## config.mk

```make
export PLATFORM = sky130hd
export DESIGN_NAME = trim_sequential
export DESIGN_NICKNAME = d
export VERILOG_FILES = /design/src/rtl/trim_pkg.sv /design/src/rtl/fullMultiplier.sv /design/src/rtl/trim_sequential.sv
export SDC_FILE = /design/constraint.sdc
export NUM_CORES = 2
export LEC_CHECK = 0
export ABC_AREA = 1
export CORE_MARGIN = 2
export CORE_UTILIZATION = 50
export CTS_CLUSTER_DIAMETER = 60
export DETAILED_ROUTE_END_ITERATION = 12
export HOLD_SLACK_MARGIN = 0.1
export PLACE_DENSITY = 0.79
export SYNTH_ARGS = -nofsm -noshare
export SYNTH_HDL_FRONTEND = slang
export SYNTH_SLANG_ARGS = --single-unit
```

## constraint.sdc

```tcl
create_clock -name clk -period 6 [get_ports clk]
set_clock_uncertainty 0.2 [all_clocks]
set_input_delay 1.2 -clock clk [delete_from_list [all_inputs] [get_ports clk]]
set_output_delay 1.2 -clock clk [all_outputs]
set_load 0.1 [all_outputs]
```

## src/rtl/trim_pkg.sv

```systemverilog
// Shared definitions for the trim_sequential gain-compensation block.
package trim_pkg;

    typedef enum logic [1:0] {
        IDLE   = 2'd0,
        ISSUE  = 2'd1,
        DRAIN  = 2'd2,
        COMMIT = 2'd3
    } trim_state_t;

    // Edges from the strobe edge to the commit edge: one issue edge per
    // channel, the multiplier pipeline, one rounding stage and the commit.
    function automatic int unsigned latency(input int unsigned num_channels,
                                            input int unsigned mult_latency);
        return num_channels + mult_latency + 2;
    endfunction

endpackage

```

## src/rtl/fullMultiplier.sv

```systemverilog
// Unsigned pipelined multiplier: p is a*b delayed by NUM_PIPELINE_LEVELS edges.
module fullMultiplier #(
    parameter int A_WIDTH             = 26,
    parameter int B_WIDTH             = 27,
    parameter int NUM_PIPELINE_LEVELS = 6
) (
    input  logic                       clk,
    input  logic [A_WIDTH-1:0]         a,
    input  logic [B_WIDTH-1:0]         b,
    output logic [A_WIDTH+B_WIDTH-1:0] p
);

    localparam int P_WIDTH = A_WIDTH + B_WIDTH;

    logic [P_WIDTH-1:0]                          a_ext;
    logic [P_WIDTH-1:0]                          b_ext;
    logic [NUM_PIPELINE_LEVELS-1:0][P_WIDTH-1:0] stage;

    assign a_ext = {{B_WIDTH{1'b0}}, a};
    assign b_ext = {{A_WIDTH{1'b0}}, b};

    // Product enters the first stage and shifts down the pipeline.
    always_ff @(posedge clk) begin
        stage[0] <= a_ext * b_ext;
        for (int unsigned i = 1; i < NUM_PIPELINE_LEVELS; i++) begin
            stage[i] <= stage[i-1];
        end
    end

    assign p = stage[NUM_PIPELINE_LEVELS-1];

endmodule

```

## src/rtl/trim_sequential.sv

```systemverilog
// Per-channel gain compensation of magnitudes using one shared pipelined
// multiplier, issuing one channel per clock and committing all results at once.
module trim_sequential
    import trim_pkg::*;
#(
    parameter int NUM_CHANNELS   = 4,
    parameter int MAG_WIDTH      = 26,
    parameter int GAIN_WIDTH     = 27,
    parameter int GAIN_FRAC_BITS = GAIN_WIDTH - 1,
    parameter int MULT_LATENCY   = 6
) (
    input  logic                              clk,
    input  logic                              rst_n,
    input  logic                              strobe,
    input  logic [MAG_WIDTH*NUM_CHANNELS-1:0]  magnitudes,
    input  logic [GAIN_WIDTH*NUM_CHANNELS-1:0] gains,
    input  logic                              gainsStrobe,
    input  logic                              overrunClear,
    output logic                              busy,
    output logic                              overrun,
    output logic                              trimmedToggle,
    output logic [MAG_WIDTH*NUM_CHANNELS-1:0]  trimmed,
    output logic [NUM_CHANNELS-1:0]            saturated
);

    localparam int PROD_W = MAG_WIDTH + GAIN_WIDTH;
    localparam int RND_W  = PROD_W - GAIN_FRAC_BITS + 1;
    localparam int IDX_W  = (NUM_CHANNELS > 1) ? $clog2(NUM_CHANNELS) : 1;

    localparam logic [GAIN_WIDTH-1:0] UNITY    = {{(GAIN_WIDTH-1){1'b0}}, 1'b1} << GAIN_FRAC_BITS;
    localparam logic [PROD_W:0]       HALF_LSB = {{PROD_W{1'b0}}, 1'b1} << (GAIN_FRAC_BITS - 1);
    localparam logic [IDX_W-1:0]      LAST_IDX = IDX_W'(NUM_CHANNELS - 1);

    trim_state_t state;
    trim_state_t next_state;

    logic [NUM_CHANNELS-1:0][MAG_WIDTH-1:0]  snap_mag;
    logic [NUM_CHANNELS-1:0][GAIN_WIDTH-1:0] pending_gain;
    logic [NUM_CHANNELS-1:0][GAIN_WIDTH-1:0] active_gain;
    logic [NUM_CHANNELS-1:0][MAG_WIDTH-1:0]  res_buf;
    logic [NUM_CHANNELS-1:0]                 sat_buf;

    logic [IDX_W-1:0]      issue_idx;
    logic [IDX_W-1:0]      wr_idx;
    logic [MAG_WIDTH-1:0]  op_mag;
    logic [GAIN_WIDTH-1:0] op_gain;
    logic [MULT_LATENCY:0] vpipe;
    logic [PROD_W-1:0]     product;

    logic                  start;
    logic [PROD_W:0]       rnd_sum;
    logic [RND_W-1:0]      rounded;
    logic                  rnd_sat;
    logic [MAG_WIDTH-1:0]  rnd_val;

    assign start = (state == IDLE) && strobe;
    assign busy  = (state != IDLE);

    fullMultiplier #(
        .A_WIDTH             (MAG_WIDTH),
        .B_WIDTH             (GAIN_WIDTH),
        .NUM_PIPELINE_LEVELS (MULT_LATENCY)
    ) u_mult (
        .clk (clk),
        .a   (op_mag),
        .b   (op_gain),
        .p   (product)
    );

    // Round half up and clamp to the magnitude range.
    // Adding half an LSB before truncation equals (p >> F) + p[F-1].
    always_comb begin
        rnd_sum = {1'b0, product} + HALF_LSB;
        rounded = rnd_sum[PROD_W:GAIN_FRAC_BITS];
        rnd_sat = |rounded[RND_W-1:MAG_WIDTH];
        rnd_val = rnd_sat ? '1 : rounded[MAG_WIDTH-1:0];
    end

    // State register.
    always_ff @(posedge clk or negedge rst_n) begin
        if (!rst_n) begin
            state <= IDLE;
        end else begin
            state <= next_state;
        end
    end

    // Next-state logic: issue every channel, drain the pipeline, commit.
    always_comb begin
        next_state = state;
        case (state)
            IDLE:    if (strobe) next_state = ISSUE;
            ISSUE:   if (issue_idx == LAST_IDX) next_state = DRAIN;
            DRAIN:   if (vpipe[MULT_LATENCY] && (wr_idx == LAST_IDX)) next_state = COMMIT;
            COMMIT:  next_state = IDLE;
            default: next_state = IDLE;
        endcase
    end

    // Datapath: gain registers, operand issue, rounding capture and commit.
    always_ff @(posedge clk or negedge rst_n) begin
        if (!rst_n) begin
            snap_mag      <= '0;
            pending_gain  <= {NUM_CHANNELS{UNITY}};
            active_gain   <= {NUM_CHANNELS{UNITY}};
            res_buf       <= '0;
            sat_buf       <= '0;
            issue_idx     <= '0;
            wr_idx        <= '0;
            op_mag        <= '0;
            op_gain       <= '0;
            vpipe         <= '0;
            trimmed       <= '0;
            saturated     <= '0;
            trimmedToggle <= 1'b0;
        end else begin
            if (gainsStrobe) begin
                pending_gain <= gains;
            end
            if (start) begin
                snap_mag    <= magnitudes;
                active_gain <= gainsStrobe ? gains : pending_gain;
                issue_idx   <= '0;
                wr_idx      <= '0;
            end else if (state == ISSUE) begin
                issue_idx <= issue_idx + 1'b1;
            end
            op_mag  <= snap_mag[issue_idx];
            op_gain <= active_gain[issue_idx];
            vpipe   <= {vpipe[MULT_LATENCY-1:0], state == ISSUE};
            if (vpipe[MULT_LATENCY]) begin
                res_buf[wr_idx] <= rnd_val;
                sat_buf[wr_idx] <= rnd_sat;
                wr_idx          <= wr_idx + 1'b1;
            end
            if (state == COMMIT) begin
                trimmed       <= res_buf;
                saturated     <= sat_buf;
                trimmedToggle <= ~trimmedToggle;
            end
        end
    end

    // Sticky overrun flag; a strobe while busy wins over a clear.
    always_ff @(posedge clk or negedge rst_n) begin
        if (!rst_n) begin
            overrun <= 1'b0;
        end else if (strobe && busy) begin
            overrun <= 1'b1;
        end else if (overrunClear) begin
            overrun <= 1'b0;
        end
    end

endmodule

```

==> results.txt <==
violated checks - setup timing
Top Ports - 328
RSZ-0062 raised after global routing - true
total congestion overflow - 0
Syn-to-layout area delta - 23.7%
syn nets - 6,825
CP delay by family, top - adder cells
pin count of the biggest net entering global routing - 216
Core Area - 102,000 µm²
TritonCTS clock tree - built
drt wl/cell - 18.2 µm
Die ar. - 106,000 µm²
mux contribution to synthesized area - 0.0411
CTS Hold Bufs - 0
Warnings, synthesis - 0
Tmin final - 6.22 ns
Worst Path Arrival - 6.54 ns
CP Max Fanout - 6
Worst Setup SP - op_gain[13]
worst hold start - u_mult.stage[256]
RR Endpoint - u_mult.stage[44]
global-route wire length before repair - 223,000 µm
Reg clk slew, reported paths - 0.07 ns
Num CTS Buffers - 78
# rows - 117
Yosys reg bits - 772
Hold Path Class - reg2reg
DRC errors left - 0
Hold Vio Cnt, Final - 0
Slew @ Worst Pin - 1.17 ns
combinational family with the most area after synthesis - adder cells
CTS Sinks - 772
distinct cell type count after synthesis - 47
Avg Vias per Cell - 5.17
vias in the first global route - 41,900
Port-buffer cells - 327
Max Cap Violations - 0
First DRT Iteration DRCs - 3,114
Layout fillers - 7,977
Hold Path Cell Cnt - 0
gr usage total - 0.265
post-synthesis cell count - 5,812
Synth Area in Adders - 0.280
WP depth - 24
CP required - 6.31 ns
mean post-synth cell area - 8.86 µm²
critical path buffer and inverter count - 8
initial core utilization - 0.505
f_max - 161 MHz
Crit Reg-Reg Startpoint - op_gain[13]
DR vias - 39,900
Setup crit end kind - register
Tcrit/Tclk final - 1.04
Simple-Gate Fraction of Synth Area - 0.162
Max Buffers Root-to-Sink - 3
Post-synth EDFFs - 0
routed wire length - 140,000 µm
DP Worst Slack - -0.480 ns
r2r worst-path depth - 24
GP Congestion - 0.932
worst reg-to-reg setup slack - -0.22 ns
initial antenna violation count - 2
Die W - 325 µm
register area share after synthesis - 0.359
status - finished, violations left
die height - 325 µm
Async SR Flop Fraction - 0.782
Post-Syn Area - 51,500 µm²
Slowest-stage cell, CP - fa_1
final setup fails - 28
CP Cell Sequence - buf_6, buf_6, nand2_1, fa_1, fa_1, inv_1, fa_1, fa_1, fa_1, fa_1, inv_2, fa_1, inv_2, ha_4, buf_12, nand2_8, nor2_4, inv_2, nor2_4, inv_4, nor3_4, nand3_2, nand3_1, nand2_1
Synth Area in XOR/XNOR - 0.00578
CP most frequent cell - fa_1
startpoint types - register
placed cell areas - 58,200 µm²
hpwl dp - 104,000 µm
total number of H-tree levels - 3
Final Cell Area - 63,700 µm²
largest stage delay on the critical path - 0.59 ns
compound-gate portion of the synthesized area - 0.0446
layout cells sized above 1 - 0.183
Rel. slew slack - 0.221
setup ws final - -0.223 ns
hold path endpoint - u_mult.p[44]
fin. max-slew vios - 0
clock root cell - clkbuf_16
Pre-antenna DRT Iters - 6
main flop type after synthesis - dfrtp_1
setup total negative slack - -4.38 ns
path type of the worst setup path - reg2reg
clk_lat worst skew - 0.63 ns
nets - 7,310
Final ANT Viol Nets - 0
[cell usage after synthesis, types with 19 or more instances]
cell type	instances	area [µm²]
a21oi_1	101	505
clkbuf_1	269	1010
dfrtp_1	596	14900
dfxtp_1	168	3360
fa_1	597	12000
ha_1	199	2490
inv_1	1169	4390
mux2_2	188	2120
nand2_1	1732	6500
nand3_1	60	300
nand4_1	19	119
nor2_1	265	995
nor3_1	22	110
o21ai_0	199	996
o21ai_1	42	210
o22ai_1	53	332
xor2_1	26	228
[worst register-to-register path, cell delays in order, from the launching register on]
cell and delay, ns:
dfrtp_2 0.51, buf_6 0.14, buf_6 0.09, nand2_1 0.07, fa_1 0.49, fa_1 0.56, inv_1 0.06, fa_1 0.45
fa_1 0.59, fa_1 0.50, fa_1 0.52, inv_2 0.04, fa_1 0.51, inv_2 0.05, ha_4 0.28, buf_12 0.12
nand2_8 0.06, nor2_4 0.15, inv_2 0.08, nor2_4 0.14, inv_4 0.07, nor3_4 0.15, nand3_2 0.10, nand3_1 0.10
nand2_1 0.05
[routing by layer]
metal	share of wire	track usage	wire [µm]
met1	0.39	0.346	55400
met4	0.043	0.0971	6050
met5	0.000064	0	9
met2	0.49	0.445	68300
met3	0.076	0.0434	10600
[cell usage in the layout, fill, tap and decap left out, types with 11 or more instances in the layout]
master           synthesis  routed
fa_2                     0      34
nand2_4                  1      27
o21ai_2                 11      26
nor3_1                  22      11
fa_1                   597     563
nand3_2                  0      11
nand3_1                 60      48
nor2_2                   6      30
nor2_4                  10      54
inv_2                    4      87
clkdlybuf4s50_1          0     325
buf_12                   1      49
mux2_2                 188     188
dfrtp_1                596     571
dfxtp_1                168     168
nand2_1               1732    1647
a21oi_4                  0      22
nor2_1                 265     197
o21ai_0                199     162
a21oi_1                101      54
o21ai_1                 42      55
inv_1                 1169    1083
a21oi_2                  0      25
ha_4                     0      32
clkbuf_1               269      21
o22ai_1                 53      53
nand2_2                  1      52
clkbuf_8                 0      16
nand4_1                 19      19
dfrtp_2                  0      25
xor2_1                  26      25
buf_6                    1      38
ha_1                   199     163
buf_4                    1     271
clkbuf_16                0      85
[state kept, by name (all words and copies together) (netlist names), 7 cells and up]
name and cells:
snap_mag 104, u_mult.stage 140, pending_gain 108, op_gain 27, active_gain 108, u_mult.p 28, op_mag 26, vpipe 7
trimmed 104, res_buf 104
[stage by stage]
| stage | utilization | hold slack [ns] | std cells |
|---|---|---|---|
| 2_1_floorplan | - | 0.110 | 5812 |
| 3_3_place_gp | 0.571 | 0.110 | 7522 |
| 3_5_place_dp | 0.571 | 0.112 | 7522 |
| 4_1_cts | 0.612 | 0.114 | 7694 |
| 5_1_grt | 0.624 | 0.126 | 7727 |
| 6_report | 0.624 | 0.114 | 7728 |
[cell families (layout without fill, tap and decap cells)]
logic type,Yosys count,count (layout)
adders and majority gates,796,796
other,0,1
and+or+nand+nor,2131,2131
buffers and inverters,1464,2011
DFF,772,772
muxes,188,188
xor gates and xnor gates,34,34
AOI/OAI and AO/OA,427,427
[cell type report]
cell class,count,area (µm²),share of cell area
diodes,1,2.50,0.0000393
clock buffers,118,2330,0.0365
clock inverters,24,248,0.00389
inverters,1174,4420,0.0694
multi-input cells,3576,29600,0.464
flip-flops and latches,772,18500,0.291
well taps,1368,1710,0.0269
repair buffers,695,6930,0.109
[repair_timing]
action                     4_1_cts  5_1_grt
pin swaps                      131      180
gates cloned                     4        4
resized for setup              378      280
setup buffers                   29       30
hold endpoints to repair         0        0
setup endpoints to repair       28       28
[worst max-delay path by stage]
stage                        to  slack [ns]
5_1_grt        u_mult.stage[44]       -0.39
3_3_place_gp   u_mult.stage[51]       -0.45
6_report       u_mult.stage[44]       -0.22
3_5_place_dp   u_mult.stage[51]       -0.48
2_1_floorplan  u_mult.stage[51]      -0.001
4_1_cts        u_mult.stage[51]       -0.18
Power is left out: the tool's default activity adds up to more than one toggle a clock period on the data nets, which glitch-free logic cannot reach.
